<file path="src/rtl/wave_display_mc_if.sv">
// Coordinate-in / sample-RAM / pixel-out bundle for wave_display_mc.
//   slave  : the renderer (consumes coordinates and RAM data, produces
//            RAM addresses and pixels).
//   master : its environment (timing generator, sample RAM, output mux).
// Signals:
//   in_valid/in_ready   coordinate handshake, with x, y, read_index, ch_en
//   read_address        {read_index, ch, col} to the sample RAM
//   read_value          RAM data, valid the cycle after read_address
//   out_valid/out_ready pixel handshake, with valid_pixel and r/g/b
interface wave_display_mc_if #(
    parameter int NUM_CH   = 2,
    parameter int SAMPLE_W = 8,
    parameter int COL_W    = 8,
    parameter int X_W      = 11,
    parameter int Y_W      = 10
);
    localparam int CH_W   = (NUM_CH > 1) ? $clog2(NUM_CH) : 1;
    localparam int ADDR_W = 1 + CH_W + COL_W;

    logic                in_valid;
    logic                in_ready;
    logic [X_W-1:0]      x;
    logic [Y_W-1:0]      y;
    logic                read_index;
    logic [NUM_CH-1:0]   ch_en;
    logic [ADDR_W-1:0]   read_address;
    logic [SAMPLE_W-1:0] read_value;
    logic                out_valid;
    logic                out_ready;
    logic                valid_pixel;
    logic [7:0]          r;
    logic [7:0]          g;
    logic [7:0]          b;

    modport master (
        output in_valid, x, y, read_index, ch_en, read_value, out_ready,
        input  in_ready, read_address, out_valid, valid_pixel, r, g, b
    );

    modport slave (
        input  in_valid, x, y, read_index, ch_en, read_value, out_ready,
        output in_ready, read_address, out_valid, valid_pixel, r, g, b
    );
endinterface

</file>
<file path="src/rtl/wave_display_mc.sv">
// Multi-channel waveform renderer. For every accepted pixel coordinate it
// decides whether the pixel lies on the line segment joining the previous and
// current column sample of any enabled channel, and emits one registered RGB
// pixel. Samples come from a 1-cycle-latency RAM and are cached per column so
// that neighbouring pixels of the same column need no RAM traffic.
// Ports:
//   clk  clock
//   rst  synchronous active-low reset
//   bus  wave_display_mc_if.slave (coordinate in, RAM port, pixel out)
module wave_display_mc #(
    parameter int NUM_CH   = 2,
    parameter int SAMPLE_W = 8,
    parameter int COL_W    = 8,
    parameter int X_W      = 11,
    parameter int Y_W      = 10,
    parameter int X_MIN    = 258,
    parameter int OFFSET   = 32,
    parameter logic [NUM_CH*24-1:0] CH_COLOR = {24'hFFFFFF, 24'h00FF00}
) (
    input  logic                  clk,
    input  logic                  rst,
    wave_display_mc_if.slave      bus
);
    localparam int CH_W   = (NUM_CH > 1) ? $clog2(NUM_CH) : 1;
    localparam int COLS   = 1 << COL_W;
    localparam int ADDR_W = 1 + CH_W + COL_W;
    localparam int X_END  = X_MIN + 2 * COLS;

    localparam logic [1:0] S_IDLE       = 2'd0;
    localparam logic [1:0] S_FETCH_PREV = 2'd1;
    localparam logic [1:0] S_FETCH_CUR  = 2'd2;
    localparam logic [1:0] S_DONE       = 2'd3;

    localparam logic [CH_W-1:0] LAST_CH = CH_W'(NUM_CH - 1);

    // Screen-space height of a sample: halved, then lifted by OFFSET (wraps).
    function automatic logic [SAMPLE_W-1:0] adj(input logic [SAMPLE_W-1:0] s);
        return {1'b0, s[SAMPLE_W-1:1]} + SAMPLE_W'(OFFSET);
    endfunction

    // Inclusive span test that does not care which endpoint is larger.
    function automatic logic in_span(input logic [SAMPLE_W-1:0] t,
                                     input logic [SAMPLE_W-1:0] a,
                                     input logic [SAMPLE_W-1:0] b);
        return (a <= b) ? (t >= a && t <= b) : (t >= b && t <= a);
    endfunction

    // ---------------------------------------------------------------- state
    logic [1:0]          state_q, state_d;
    logic [CH_W-1:0]     cnt_q, cnt_d;          // channel of the address being issued
    logic                rd_pend_q, rd_pend_d;  // a read was issued last cycle
    logic                rd_prev_q, rd_prev_d;  // ... and it targets prev_c
    logic [CH_W-1:0]     rd_ch_q, rd_ch_d;      // ... for this channel
    logic                copy_prev_q, copy_prev_d; // column 0: prev mirrors cur
    logic [ADDR_W-1:0]   read_address_q, read_address_d;
    logic [COL_W-1:0]    req_col_q, req_col_d;
    logic                req_idx_q, req_idx_d;
    logic [SAMPLE_W-1:0] req_ty_q, req_ty_d;
    logic [NUM_CH-1:0]   req_en_q, req_en_d;
    logic                cache_valid_q, cache_valid_d;
    logic [COL_W-1:0]    cached_col_q, cached_col_d;
    logic                cached_idx_q, cached_idx_d;
    logic [SAMPLE_W-1:0] cur_q [NUM_CH];
    logic [SAMPLE_W-1:0] cur_d [NUM_CH];
    logic [SAMPLE_W-1:0] prev_q [NUM_CH];
    logic [SAMPLE_W-1:0] prev_d [NUM_CH];
    logic                out_valid_q, out_valid_d;
    logic                valid_pixel_q, valid_pixel_d;
    logic [23:0]         rgb_q, rgb_d;

    // ------------------------------------------------------- input decode
    logic [X_W-1:0]      x_off;
    logic [COL_W-1:0]    in_col;
    logic [SAMPLE_W-1:0] in_ty;
    logic                in_region;
    logic                cache_hit;
    logic                seq_miss;
    logic                in_ready;
    logic                accept;
    logic                unused_bits;

    assign x_off     = bus.x - X_W'(X_MIN);
    assign in_col    = x_off[COL_W:1];
    assign in_ty     = bus.y[SAMPLE_W:1];
    assign in_region = (int'(bus.x) >= X_MIN) && (int'(bus.x) < X_END) && !bus.y[Y_W-1];
    assign cache_hit = cache_valid_q && (in_col == cached_col_q) && (bus.read_index == cached_idx_q);
    // Column 0 never counts as "next" so that a wrap from COLS-1 is a jump.
    assign seq_miss  = cache_valid_q && (bus.read_index == cached_idx_q) &&
                       (in_col != '0) && (in_col == cached_col_q + COL_W'(1));
    assign in_ready  = rst && (state_q == S_IDLE) && (!out_valid_q || bus.out_ready);
    assign accept    = bus.in_valid && in_ready;
    assign unused_bits = ^{bus.y, x_off};

    // ------------------------------------------- RAM capture into the cache
    // Cache contents including the read landing this cycle, so the pixel
    // computed in DONE already sees the final sample.
    logic [SAMPLE_W-1:0] cap_cur [NUM_CH];
    logic [SAMPLE_W-1:0] cap_prev [NUM_CH];

    // NOTE: every signal written in an always_comb gets a default first, so
    // no path through the block can leave it unassigned and infer a latch.
    always_comb begin
        cap_cur  = cur_q;
        cap_prev = prev_q;
        if (rd_pend_q) begin
            if (rd_prev_q) begin
                cap_prev[rd_ch_q] = bus.read_value;
            end else begin
                cap_cur[rd_ch_q] = bus.read_value;
                if (copy_prev_q) begin
                    cap_prev[rd_ch_q] = bus.read_value;
                end
            end
        end
    end

    // --------------------------------------------------- pixel colouring
    // Direct pixels are coloured from the live inputs; fetched pixels from
    // the values captured at accept.
    logic [SAMPLE_W-1:0] eval_ty;
    logic [NUM_CH-1:0]   eval_en;
    logic                eval_region;
    logic [23:0]         pix_rgb;

    always_comb begin
        eval_ty     = (state_q == S_DONE) ? req_ty_q : in_ty;
        eval_en     = (state_q == S_DONE) ? req_en_q : bus.ch_en;
        eval_region = (state_q == S_DONE) ? 1'b1 : in_region;
        pix_rgb     = '0;
        // Descending scan: the lowest hitting channel is written last and wins.
        for (int c = NUM_CH - 1; c >= 0; c--) begin
            if (eval_region && eval_en[c] &&
                in_span(eval_ty, adj(cap_prev[c]), adj(cap_cur[c]))) begin
                pix_rgb = CH_COLOR[24*c +: 24];
            end
        end
    end

    // ------------------------------------------------------ control FSM
    always_comb begin
        state_d        = state_q;
        cnt_d          = cnt_q;
        rd_pend_d      = 1'b0;
        rd_prev_d      = rd_prev_q;
        rd_ch_d        = rd_ch_q;
        copy_prev_d    = copy_prev_q;
        read_address_d = read_address_q;
        req_col_d      = req_col_q;
        req_idx_d      = req_idx_q;
        req_ty_d       = req_ty_q;
        req_en_d       = req_en_q;
        cache_valid_d  = cache_valid_q;
        cached_col_d   = cached_col_q;
        cached_idx_d   = cached_idx_q;
        cur_d          = cap_cur;
        prev_d         = cap_prev;
        out_valid_d    = out_valid_q && !bus.out_ready;
        valid_pixel_d  = valid_pixel_q;
        rgb_d          = rgb_q;

        case (state_q)
            S_IDLE: begin
                if (accept) begin
                    req_col_d = in_col;
                    req_idx_d = bus.read_index;
                    req_ty_d  = in_ty;
                    req_en_d  = bus.ch_en;
                    if (!in_region || cache_hit) begin
                        out_valid_d   = 1'b1;
                        valid_pixel_d = in_region;
                        rgb_d         = pix_rgb;
                    end else begin
                        cache_valid_d = 1'b0;
                        cnt_d         = '0;
                        copy_prev_d   = 1'b0;
                        if (seq_miss) begin
                            prev_d         = cur_q;
                            state_d        = S_FETCH_CUR;
                            read_address_d = {bus.read_index, {CH_W{1'b0}}, in_col};
                        end else if (in_col == '0) begin
                            copy_prev_d    = 1'b1;
                            state_d        = S_FETCH_CUR;
                            read_address_d = {bus.read_index, {CH_W{1'b0}}, in_col};
                        end else begin
                            state_d        = S_FETCH_PREV;
                            read_address_d = {bus.read_index, {CH_W{1'b0}}, in_col - COL_W'(1)};
                        end
                    end
                end
            end

            S_FETCH_PREV, S_FETCH_CUR: begin
                // The address on the bus this cycle returns data next cycle.
                rd_pend_d = 1'b1;
                rd_prev_d = (state_q == S_FETCH_PREV);
                rd_ch_d   = cnt_q;
                if (cnt_q == LAST_CH) begin
                    cnt_d = '0;
                    if (state_q == S_FETCH_PREV) begin
                        state_d        = S_FETCH_CUR;
                        read_address_d = {req_idx_q, {CH_W{1'b0}}, req_col_q};
                    end else begin
                        state_d = S_DONE;
                    end
                end else begin
                    cnt_d          = cnt_q + CH_W'(1);
                    read_address_d = {req_idx_q, cnt_q + CH_W'(1),
                                      (state_q == S_FETCH_PREV) ? req_col_q - COL_W'(1) : req_col_q};
                end
            end

            S_DONE: begin
                cache_valid_d = 1'b1;
                cached_col_d  = req_col_q;
                cached_idx_d  = req_idx_q;
                copy_prev_d   = 1'b0;
                out_valid_d   = 1'b1;
                valid_pixel_d = 1'b1;
                rgb_d         = pix_rgb;
                state_d       = S_IDLE;
            end

            default: state_d = S_IDLE;
        endcase
    end

    // NOTE: sequential state is updated with non-blocking assignments so all
    // flops sample their _d values from the same pre-edge snapshot.
    always_ff @(posedge clk) begin
        if (!rst) begin
            state_q        <= S_IDLE;
            cnt_q          <= '0;
            rd_pend_q      <= 1'b0;
            rd_prev_q      <= 1'b0;
            rd_ch_q        <= '0;
            copy_prev_q    <= 1'b0;
            read_address_q <= '0;
            req_col_q      <= '0;
            req_idx_q      <= 1'b0;
            req_ty_q       <= '0;
            req_en_q       <= '0;
            cache_valid_q  <= 1'b0;
            cached_col_q   <= '0;
            cached_idx_q   <= 1'b0;
            // NOTE: the sample cache is only NUM_CH pairs of flops, so it is
            // cleared too; correctness rests on cache_valid_q alone.
            for (int c = 0; c < NUM_CH; c++) begin
                cur_q[c]  <= '0;
                prev_q[c] <= '0;
            end
            out_valid_q    <= 1'b0;
            valid_pixel_q  <= 1'b0;
            rgb_q          <= '0;
        end else begin
            state_q        <= state_d;
            cnt_q          <= cnt_d;
            rd_pend_q      <= rd_pend_d;
            rd_prev_q      <= rd_prev_d;
            rd_ch_q        <= rd_ch_d;
            copy_prev_q    <= copy_prev_d;
            read_address_q <= read_address_d;
            req_col_q      <= req_col_d;
            req_idx_q      <= req_idx_d;
            req_ty_q       <= req_ty_d;
            req_en_q       <= req_en_d;
            cache_valid_q  <= cache_valid_d;
            cached_col_q   <= cached_col_d;
            cached_idx_q   <= cached_idx_d;
            cur_q          <= cur_d;
            prev_q         <= prev_d;
            out_valid_q    <= out_valid_d;
            valid_pixel_q  <= valid_pixel_d;
            rgb_q          <= rgb_d;
        end
    end

    // ---------------------------------------------------------- outputs
    assign bus.in_ready     = in_ready;
    assign bus.read_address = read_address_q;
    assign bus.out_valid    = out_valid_q;
    assign bus.valid_pixel  = valid_pixel_q;
    assign bus.r            = rgb_q[23:16];
    assign bus.g            = rgb_q[15:8];
    assign bus.b            = rgb_q[7:0];
endmodule
</file>
<file path="src/flat_wrapper.sv">
// flat-port wrapper written by rule: the top's interface ports become plain ports
module wave_display_mc_flat 
#(
    parameter int NUM_CH   = 2,
    parameter int SAMPLE_W = 8,
    parameter int COL_W    = 8,
    parameter int X_W      = 11,
    parameter int Y_W      = 10,
    parameter int X_MIN    = 258,
    parameter int OFFSET   = 32,
    parameter logic [NUM_CH*24-1:0] CH_COLOR = {24'hFFFFFF, 24'h00FF00}
)
  (clk, rst, bus_in_valid, bus_x, bus_y, bus_read_index, bus_ch_en, bus_read_value, bus_out_ready, bus_in_ready, bus_read_address, bus_out_valid, bus_valid_pixel, bus_r, bus_g, bus_b);
  wave_display_mc_if #(.NUM_CH(NUM_CH), .SAMPLE_W(SAMPLE_W), .COL_W(COL_W), .X_W(X_W), .Y_W(Y_W)) bus_i ();
  input  logic clk;
  input  logic rst;
  input wire logic [$bits(bus_i.in_valid)-1:0] bus_in_valid;
  input wire logic [$bits(bus_i.x)-1:0] bus_x;
  input wire logic [$bits(bus_i.y)-1:0] bus_y;
  input wire logic [$bits(bus_i.read_index)-1:0] bus_read_index;
  input wire logic [$bits(bus_i.ch_en)-1:0] bus_ch_en;
  input wire logic [$bits(bus_i.read_value)-1:0] bus_read_value;
  input wire logic [$bits(bus_i.out_ready)-1:0] bus_out_ready;
  output wire logic [$bits(bus_i.in_ready)-1:0] bus_in_ready;
  output wire logic [$bits(bus_i.read_address)-1:0] bus_read_address;
  output wire logic [$bits(bus_i.out_valid)-1:0] bus_out_valid;
  output wire logic [$bits(bus_i.valid_pixel)-1:0] bus_valid_pixel;
  output wire logic [$bits(bus_i.r)-1:0] bus_r;
  output wire logic [$bits(bus_i.g)-1:0] bus_g;
  output wire logic [$bits(bus_i.b)-1:0] bus_b;
  assign bus_i.in_valid = bus_in_valid;
  assign bus_i.x = bus_x;
  assign bus_i.y = bus_y;
  assign bus_i.read_index = bus_read_index;
  assign bus_i.ch_en = bus_ch_en;
  assign bus_i.read_value = bus_read_value;
  assign bus_i.out_ready = bus_out_ready;
  assign bus_in_ready = bus_i.in_ready;
  assign bus_read_address = bus_i.read_address;
  assign bus_out_valid = bus_i.out_valid;
  assign bus_valid_pixel = bus_i.valid_pixel;
  assign bus_r = bus_i.r;
  assign bus_g = bus_i.g;
  assign bus_b = bus_i.b;
  wave_display_mc #(.NUM_CH(NUM_CH), .SAMPLE_W(SAMPLE_W), .COL_W(COL_W), .X_W(X_W), .Y_W(Y_W), .X_MIN(X_MIN), .OFFSET(OFFSET), .CH_COLOR(CH_COLOR)) u_core (.clk(clk), .rst(rst), .bus(bus_i));
endmodule
</file>
<file path="config.mk">
export PLATFORM = sky130hd
export DESIGN_NAME = wave_display_mc_flat
export DESIGN_NICKNAME = d
export VERILOG_FILES = /design/src/rtl/wave_display_mc_if.sv /design/src/rtl/wave_display_mc.sv /design/src/flat_wrapper.sv
export SDC_FILE = /design/constraint.sdc
export NUM_CORES = 1
export LEC_CHECK = 0
export ABC_CLOCK_PERIOD_IN_PS = 4050
export BUFFER_PORTS_ARGS = -buffer_cell sky130_fd_sc_hd__buf_2
export CAP_MARGIN = 30
export CORE_MARGIN = 2
export CORE_UTILIZATION = 25
export CTS_CLUSTER_SIZE = 16
export DETAILED_ROUTE_END_ITERATION = 10
export GPL_TIMING_DRIVEN = 1
export PLACE_DENSITY = 0.46
export SETUP_SLACK_MARGIN = 0.2
export SKIP_CTS_REPAIR_TIMING = 1
export SLEW_MARGIN = 15
export SYNTH_ARGS = -nofsm -noshare
export SYNTH_HDL_FRONTEND = slang
export SYNTH_SLANG_ARGS = --single-unit
</file>
<file path="constraint.sdc">
create_clock -name clk -period 4.05 [get_ports clk]
set_input_delay 0.405 -clock clk [delete_from_list [all_inputs] [get_ports clk]]
set_output_delay 0.405 -clock clk [all_outputs]
set_load 0.01 [all_outputs]
</file>
==> results of run 1 <==
==> final cells by class <==
cell class	instances	area, um2	share of cell area [%]
Clock inverter	6	45.0	0.661
Inverter	41	154	2.26
Timing Repair Buffer	98	561	8.23
Sequential cell	78	1560	22.9
Clock buffer	10	239	3.51
Tap cell	319	399	5.86
Multi-Input combinational cell	535	3850	56.5
==> worst max path at each step <==
stage / startpoint / end
2_1_floorplan: u_core.rd_ch_q / u_core.rgb_q[22]
3_3_place_gp: bus_x[1] / u_core.bus.read_address[6]
3_5_place_dp: bus_x[2] / u_core.bus.read_address[6]
4_1_cts: u_core.rd_prev_q / u_core.rgb_q[22]
5_1_grt: u_core.rd_ch_q / u_core.rgb_q[22]
6_report: u_core.rd_ch_q / u_core.rgb_q[22]
==> cell families (layout without fill, tap and decap cells) <==
family                     after synthesis  in the layout  synth area share [%]
AOI/OAI and AO/OA                      149            149                  17.4
xor gates and xnor gates                23             23                  3.42
adders and majority gates               62             62                  13.2
buffers and inverters                   99            155                  8.06
DFF                                     78             78                  26.5
muxes                                   52             52                  9.42
and+or+nand+nor                        249            249                  22.0
==> sequential cells by signal, indices dropped and copies added (netlist names) <==
register and count:
u_core.bus.out_valid 1, u_core.bus.read_address 10, u_core.bus.valid_pixel 1, u_core.cache_valid_q 1
u_core.cached_col_q 8, u_core.cached_idx_q 1, u_core.cnt_q 1, u_core.copy_prev_q 1
u_core.cur_q 14, u_core.prev_q 14, u_core.rd_ch_q 1, u_core.rd_pend_q 1
u_core.rd_prev_q 1, u_core.req_col_q 8, u_core.req_en_q 2, u_core.req_idx_q 1
u_core.req_ty_q 8, u_core.rgb_q 2, u_core.state_q 2
==> power breakdown <==
part	internal, W	switching [W]	total (W)
logic	0.000342	0.000523	0.000865
registers	0.000846	0.0000618	0.000908
clock network	0.000434	0.000354	0.000789
==> cell usage after synthesis, drive strengths merged, types with 26 or more instances <==
library cell / number
o21ai: 30
buf: 29
dfxtp: 78
ha: 62
nor2: 47
nor3: 44
nand2: 48
a21oi: 33
mux2: 27
clkbuf: 29
nand3: 26
inv: 40
==> metal layers <==
layer,vias to the layer above,wire length [um]
li1,2660,-
met1,2464,8790
met2,75,7610
met3,18,460
met4,0,178
met5,-,0
==> critical path, stage by stage (launching register included) <==
cell and delay [ns]:
dfxtp_1 0.40, nand3b_1 0.37, mux2_2 0.46, ha_1 0.29
inv_1 0.05, ha_1 0.30, and4_1 0.17, a221oi_1 0.27
a31oi_1 0.12, or3_1 0.38, a21oi_1 0.21, nor3_1 0.07
a41o_1 0.25
==> cells in the final DEF, fill, tap and decap left out, types with 3 or more instances in the layout <==
cell,Yosys,layout
mux2i_1,25,25
ha_1,62,62
and3_1,5,5
and2_1,12,12
and4_1,3,3
or3_1,6,6
xor2_1,8,8
a311oi_1,4,4
o31a_1,3,3
nor3b_1,4,4
clkinvlp_4,0,3
a22oi_1,5,5
nor2_1,47,47
a21o_1,16,16
nor3_1,43,43
o21a_1,4,4
inv_1,40,40
dfxtp_1,78,78
buf_4,25,28
o211a_1,4,4
xnor2_1,15,15
nand2_1,48,48
or2_2,4,4
o211ai_1,6,6
a31oi_1,7,7
a21oi_1,33,33
mux2_2,27,27
nand2b_1,11,11
or4_1,5,5
buf_2,1,70
o21ai_0,29,29
clkbuf_16,0,9
nor4_1,3,3
o2111ai_1,3,3
nand3_1,26,26
a211oi_1,11,11
nand4_1,12,12
nor2b_1,9,9
==> metrics by stage <==
stage | util [%] | instances | power [W] | area [um2]
6_report | 29.3 | 1087 | 0.00256 | 6810
5_1_grt | 29.3 | 1087 | 0.00276 | 6810
4_1_cts | 29.3 | 1087 | 0.00259 | 6810
3_5_place_dp | 28.1 | 1071 | 0.00179 | 6530
3_3_place_gp | 28.1 | 1071 | 0.00178 | 6530
2_1_floorplan | - | 712 | 0.00152 | 5890
==> impl_metrics.env, run 1 <==
export IMPL_wirelength_um=17000
export IMPL_wl_per_cell_um=15.7
export IMPL_drtPass1Iterations=4
export IMPL_drt_first_iter_violations=294
export IMPL_min_path_type="in2reg"
export IMPL_syn_area_um2=5890
export IMPL_antenna_found_initial=0
export IMPL_clkSlewWorstSetupHoldPaths_ns=0.07
export IMPL_grt_ovfl_total=0
export IMPL_synth_ff_type="dfxtp_1"
export IMPL_grt_max_degree=51
export IMPL_num_vias=5217
export IMPL_ys_warn_count=0
export IMPL_hold_depth=3
export IMPL_drive_above_1_share_pct=20.1
export IMPL_grt_busiest_layer="met2"
export IMPL_fin_skew_ns=0.00725
export IMPL_initial_core_util_pct=25.3
export IMPL_fillers=2552
export IMPL_post_route_min_period_ns=3.45
export IMPL_max_freq_mhz=290
export IMPL_cts_buffers=9
export IMPL_syn_avg_cell_area_um2=8.27
export IMPL_yosysUniqueCellTypes=67
export IMPL_crit_path_start_kind="flip-flop"
export IMPL_rows=56
export IMPL_crit_arrival_ns=3.68
export IMPL_place_gp_congestion=0.803
export IMPL_setup_tns_ns=0
export IMPL_synth_seq_cells=78
export IMPL_die_area_um2=24800
export IMPL_setup_slack_ns=0.604
export IMPL_n_antenna_cell=0
export IMPL_tightest_slew_ns=0.672
export IMPL_use_met2_pct=22.9
export IMPL_syn_to_final_growth_pct=15.7
export IMPL_via_per_inst=4.80
export IMPL_grt_pass1_vias=5052
export IMPL_reg2reg_to="u_core.rgb_q[22]"
export IMPL_maxCapViolations=0
export IMPL_die_w_um=157
export IMPL_slew_headroom_pct=54.9
export IMPL_root_buffer="clkbuf_16"
export IMPL_nets=861
export IMPL_met3_usage_pct=2.37
export IMPL_synth_edf_count=0
export IMPL_ys_async_sr_fraction_pct=0
export IMPL_htree_levels=3
export IMPL_rsz0062_at_grt="false"
export IMPL_use_met1_pct=20.1
export IMPL_synthCells=712
export IMPL_clock_sinks=78
export IMPL_synth_top_area_share_pct=26.5
export IMPL_status="finished clean"
export IMPL_portBuffers=70
export IMPL_reg2reg_from="u_core.rd_ch_q"
export IMPL_tritoncts="yes"
export IMPL_io_pins=73
export IMPL_reg2reg_slack_ns=0.60
export IMPL_holdPathEnd="u_core.req_ty_q[4]"
export IMPL_grt_pass1_wl_um=27900
export IMPL_slew_violations=0
export IMPL_synthTopCellsByArea="dfxtp_1 27%, ha_1 13%, mux2_2 5.2%"
export IMPL_fp_coreArea_um2=23300
export IMPL_worstPathRequired_ns=4.29
export IMPL_hp_start="bus_y[5]"
export IMPL_cts_buffer_depth=2
export IMPL_hold_slack_ns=0.251
export IMPL_setup_viol=0
export IMPL_end_kind="flip-flop"
export IMPL_reg2regPathDepth=12
export IMPL_yosys_area_top_type="dfxtp_1"
export IMPL_yosysSeqAreaShare_pct=26.5
export IMPL_power_density_nw_per_um2=376
export IMPL_dieHeight_um=157
export IMPL_ir_worst_vdd_v=0.000199
export IMPL_drc_errors=0
export IMPL_setup_worst_path_class="reg2reg"
export IMPL_track_usage_pct=14.3
export IMPL_critPathMaxFanout=7
export IMPL_place_hpwl_um=12800
export IMPL_ant_nets=0
export IMPL_power_leakage_nw=2.89
export IMPL_fin_crit_sh_pct=85.1
export IMPL_syn_nets=810
export IMPL_finalHoldViolCount=0
export IMPL_clock_latency_ns=0.34
export IMPL_dpl_worst_slack_ns=0.591
Power figures use the tool's default switching activity.
==> run 2, diff against run 1 <==
Settings changed: ABC_CLOCK_PERIOD_IN_PS 4050 to 3150, PLACE_DENSITY 0.46 to 0.47.
Clock period 4.05 ns to 3.15 ns, I/O delays scaled along.
==> run 2 against run 1 <==
  * The flow now finishes with violations (setup timing)
  * Count of clock-buffer cells in the layout shrank 1
  * Critical path type unchanged
  * Largest cell class unchanged
  * First-iteration DRC count shrank 1.0%
  * Global-route usage increased by 0.18 points
  * Power increased by 35%
  * Via count is 2.8% higher
  * Clock power rose by 39%
  * Routed wire length grew 2.7%
  * Utilization rose by 2.2 points
  * Critical endpoint unchanged
  * Design area is 7.6% higher
  * Maximum frequency grew 9.4%
  * Non-clock buffer count up 39
  * Cell count is 3.6% higher
==> impl_metrics.env, run 2 (same netlist as run 1, synthesis figures left out) <==
export IMPL_status="finished with violations"
export IMPL_violations="setup timing"
export IMPL_portBuffers=70
export IMPL_worstPathRequired_ns=3.39
export IMPL_finalHoldViolCount=0
export IMPL_post_route_min_period_ns=3.15
export IMPL_hold_slack_ns=0.167
export IMPL_grt_max_degree=38
export IMPL_critPathMaxFanout=5
export IMPL_power_leakage_nw=3.13
export IMPL_setup_worst_path_class="reg2reg"
export IMPL_multi_input_area_um2=4000
export IMPL_end_kind="flip-flop"
export IMPL_syn_to_final_growth_pct=24.5
export IMPL_post_layout_nonfiller_instances=1126
export IMPL_clock_sinks=78
export IMPL_wl_per_cell_um=15.5
export IMPL_via_per_inst=4.76
export IMPL_drive_above_1_share_pct=26.4
export IMPL_place_gp_congestion=0.802
export IMPL_rsz0062_at_grt="true"
export IMPL_clkSlewWorstSetupHoldPaths_ns=0.07
export IMPL_power_w=0.00345
export IMPL_fp_coreArea_um2=23300
export IMPL_power_density_nw_per_um2=470
export IMPL_dp_cells=1110
export IMPL_nets=900
export IMPL_slew_headroom_pct=61.3
export IMPL_n_antenna_cell=0
export IMPL_place_hpwl_um=13500
export IMPL_tritoncts="yes"
export IMPL_wirelength_um=17500
export IMPL_grt_pass1_vias=5142
export IMPL_min_path_type="in2reg"
export IMPL_clock_latency_ns=0.34
export IMPL_mostFrequentLayoutCells="75 x dfxtp_1, 70 x buf_2, 62 x buf_4, 58 x ha_1, 48 x nand2_1"
export IMPL_final_common_cell="dfxtp_1"
export IMPL_drc_errors=0
export IMPL_maxCapViolations=0
export IMPL_setup_slack_ns=-0.000770
export IMPL_track_usage_pct=14.4
export IMPL_slew_violations=0
export IMPL_setup_viol=1
export IMPL_die_w_um=157
export IMPL_startpoint="u_core.rd_prev_q"
export IMPL_crit_arrival_ns=3.39
export IMPL_io_pins=73
export IMPL_tightest_slew_ns=0.578
export IMPL_htree_levels=3
export IMPL_reg2reg_from="u_core.rd_prev_q"
export IMPL_die_area_um2=24800
export IMPL_drt_first_iter_violations=291
export IMPL_cts_buffers=9
export IMPL_setup_tns_ns=-0.000770
export IMPL_root_buffer="clkbuf_16"
export IMPL_dieHeight_um=157
export IMPL_regArea_um2=1570
export IMPL_crit_path_start_kind="flip-flop"
export IMPL_ant_nets=0
export IMPL_ir_worst_vdd_v=0.000217
export IMPL_initial_core_util_pct=25.3
export IMPL_fillers=2517
export IMPL_drtPass1Iterations=4
export IMPL_reg2reg_slack_ns=-0.0008
export IMPL_fin_crit_sh_pct=100
export IMPL_num_vias=5361
export IMPL_grt_ovfl_total=0
export IMPL_hp_start="bus_y[5]"
export IMPL_fin_skew_ns=0.00934
export IMPL_max_freq_mhz=317
export IMPL_rows=56
export IMPL_cts_buffer_depth=2
export IMPL_grt_pass1_wl_um=28000
export IMPL_antenna_found_initial=0
[run 2: area by class of cell]
class                           count  share of cell area [%]
Clock buffer                        9                    3.07
Clock inverter                      7                    1.09
Timing Repair Buffer              137                    12.4
Tap cell                          319                    5.44
Multi-Input combinational cell    535                    54.6
Inverter                           41                    2.10
Sequential cell                    78                    21.4
[run 2: final timing paths]
check,to,depth (start not counted)
worst min register to register,u_core.req_ty_q[0],2
worst max-delay path,u_core.rgb_q[22],13
worst max register to register,u_core.rgb_q[22],13
worst min-delay path,u_core.req_ty_q[4],3
[run 2: critical path, stage by stage (launching register included)]
cell      delay, ns
dfxtp_2        0.34
nand3b_1       0.29
buf_6          0.21
mux2i_2        0.18
buf_4          0.15
ha_4           0.20
and3_4         0.15
a221o_1        0.35
a221oi_2       0.29
a31oi_2        0.09
or3_1          0.34
a21oi_2        0.15
nor3_1         0.07
a41o_1         0.22
[run 2: metrics by stage]
stage | instance area (um2) | setup WS (ns) | utilization (%)
after floorplan | 6010 | 0.0217 | -
after global placement | 6980 | 0.00164 | 30.0
after detailed placement | 6980 | -0.0395 | 30.0
after CTS | 7290 | -0.0651 | 31.3
after global routing | 7330 | -0.142 | 31.5
final | 7330 | -0.000770 | 31.5
[run 2: report_power, final]
part | switching (W) | internal (W) | total, W
Sequential | 0.0000732 | 0.00109 | 0.00116
Combinational | 0.000683 | 0.000503 | 0.00119
Clock | 0.000471 | 0.000627 | 0.00110
Total | 0.00123 | 0.00222 | 0.00345
[run 2: per-layer routing]
layer | track usage [%] | wire length (um) | vias up
met2 | 24.4 | 8310 | 92
met4 | 2.99 | 204 | 0
met1 | 19.4 | 8390 | 2524
met5 | 0 | 0 | -
li1 | - | - | 2734
met3 | 2.26 | 589 | 11
==> run 3, diff against run 2 <==
Settings changed: REMOVE_ABC_BUFFERS set to 1.
==> run 3 against run 2 <==
  * Count of clock-buffer cells in the layout up 1
  * The run now ends clean
  * Clock skew down 0.0018 ns
  * Maximum frequency up 1.9%
  * Combinational power up 6%
  * Routed wire length up 4.4%
  * Power up 1.4%
  * Design area up 3.4%
  * Highest routed layer unchanged
  * Worst hold slack worse by 0.0043 ns
  * Cell count up 2.0%
  * Largest power group unchanged
  * Setup slack better by 0.059 ns
  * Die area unchanged
==> impl_metrics.env, run 3 (same netlist as run 1, synthesis figures left out) <==
export IMPL_setup_worst_path_class="reg2reg"
export IMPL_finalHoldViolCount=0
export IMPL_startpoint="u_core.rd_prev_q"
export IMPL_crit_arrival_ns=3.33
export IMPL_syn_to_final_growth_pct=28.8
export IMPL_maxCapViolations=0
export IMPL_reg2regPathDepth=12
export IMPL_power_w=0.00349
export IMPL_power_density_nw_per_um2=460
export IMPL_tritoncts="yes"
export IMPL_fp_coreArea_um2=23300
export IMPL_worstPathRequired_ns=3.39
export IMPL_ir_worst_vdd_v=0.000353
export IMPL_place_gp_congestion=0.794
export IMPL_end_kind="flip-flop"
export IMPL_via_per_inst=4.74
export IMPL_clkSlewWorstSetupHoldPaths_ns=0.07
export IMPL_grt_pass1_wl_um=28600
export IMPL_dieHeight_um=157
export IMPL_antenna_found_initial=1
export IMPL_portBuffers=70
export IMPL_critPathMaxFanout=7
export IMPL_crit_path_start_kind="flip-flop"
export IMPL_post_route_min_period_ns=3.09
export IMPL_hold_slack_ns=0.163
export IMPL_critical_path_top_delay_family="compound AO/OA/AOI/OAI gates"
export IMPL_path_cells="o211ai_1 -> buf_4 -> mux2_4 -> ha_4 -> a21o_1 -> a221o_1 -> a221oi_2 -> a31oi_2 -> or3_1 -> a21oi_2 -> nor3_1 -> a41o_1"
export IMPL_cts_buffers=9
export IMPL_min_path_type="in2reg"
export IMPL_track_usage_pct=14.9
export IMPL_drtPass1Iterations=4
export IMPL_ant_nets=0
export IMPL_num_vias=5439
export IMPL_nets=922
export IMPL_reg2reg_to="u_core.rgb_q[22]"
export IMPL_die_area_um2=24800
export IMPL_grt_ovfl_total=0
export IMPL_setup_viol=0
export IMPL_fin_crit_sh_pct=98.2
export IMPL_regArea_um2=1570
export IMPL_multi_input_area_um2=4080
export IMPL_place_hpwl_um=14100
export IMPL_fin_skew_ns=0.00755
export IMPL_path_buf_inv=1
export IMPL_slew_violations=0
export IMPL_cts_buffer_depth=2
export IMPL_drive_above_1_share_pct=29.4
export IMPL_n_antenna_cell=0
export IMPL_drt_first_iter_violations=282
export IMPL_path_depth=12
export IMPL_clock_sinks=78
export IMPL_root_buffer="clkbuf_16"
export IMPL_wirelength_um=18300
export IMPL_critPathSlowestCell="a221o_1"
export IMPL_tightest_slew_ns=0.640
export IMPL_final_common_cell="buf_4"
export IMPL_status="finished clean"
export IMPL_setup_tns_ns=0
export IMPL_reg2reg_from="u_core.rd_prev_q"
export IMPL_initial_core_util_pct=25.3
export IMPL_power_leakage_nw=3.26
export IMPL_htree_levels=3
export IMPL_wl_per_cell_um=15.9
export IMPL_drc_errors=0
export IMPL_die_w_um=157
export IMPL_grt_max_degree=35
export IMPL_slowest_delay_ns=0.35
export IMPL_slew_headroom_pct=57.3
export IMPL_fillers=2541
export IMPL_mostFrequentLayoutCells="82 x buf_4, 75 x dfxtp_1, 70 x buf_2, 52 x ha_1, 48 x nand2_1"
export IMPL_rows=56
export IMPL_clock_latency_ns=0.35
export IMPL_endpoint="u_core.rgb_q[22]"
export IMPL_reg2reg_slack_ns=0.06
export IMPL_finish_utilization_pct=32.6
export IMPL_rsz0062_at_grt="true"
export IMPL_io_pins=73
export IMPL_grt_pass1_vias=5264
export IMPL_max_freq_mhz=323
-- run 3: worst register-to-register path, cell delays in order (launching register included) --
cell	delay, ns
dfxtp_2	0.33
o211ai_1	0.17
buf_4	0.23
mux2_4	0.34
ha_4	0.22
a21o_1	0.17
a221o_1	0.35
a221oi_2	0.31
a31oi_2	0.10
or3_1	0.34
a21oi_2	0.15
nor3_1	0.06
a41o_1	0.22
-- run 3: layer usage --
layer | vias to the layer above | wire length [um] | part of all wire [%] | GRT usage [%]
li1 | 2786 | - | - | -
met1 | 2560 | 8580 | 47 | 19.3
met2 | 78 | 8850 | 48 | 25.6
met3 | 15 | 621 | 3.4 | 2.84
met4 | 0 | 210 | 1.1 | 2.99
met5 | - | 0 | 0 | 0
-- run 3: per-stage QoR --
stage / worst slack [ns] / instance area, um2 / std cells
3_3_place_gp: -0.0939 / 7010 / 1129
5_1_grt: -0.0798 / 7580 / 1148
6_report: 0.0582 / 7580 / 1148
3_5_place_dp: -0.108 / 7010 / 1129
2_1_floorplan: -0.186 / 5570 / 654
4_1_cts: -0.141 / 7310 / 1145
-- run 3: worst min-delay path by stage --
stage	from	to	slack (ns)	cells after the start
finish	bus_y[1]	u_core.req_ty_q[0]	0.16	3
global placement	u_core.req_ty_q[5]	u_core.req_ty_q[5]	0.44	2
detailed placement	u_core.req_ty_q[7]	u_core.req_ty_q[7]	0.45	2
global route	bus_y[1]	u_core.req_ty_q[0]	0.16	3
floorplan	bus_x[1]	u_core.req_col_q[0]	0.41	1
CTS	bus_y[6]	u_core.req_ty_q[5]	0.16	3
-- run 3: where the power goes --
group / switching (W) / total, W / internal, W
Clock: 0.000438 / 0.00107 / 0.000633
Sequential: 0.0000781 / 0.00117 / 0.00109
Combinational: 0.000714 / 0.00126 / 0.000542
-- run 3: final cells by class --
type / instances / area share (%)
Timing Repair Buffer: 159 / 14.2
Clock inverter: 6 / 0.808
Inverter: 41 / 2.06
Tap cell: 319 / 5.26
Multi-Input combinational cell: 535 / 53.8
Sequential cell: 78 / 20.6
Clock buffer: 10 / 3.15
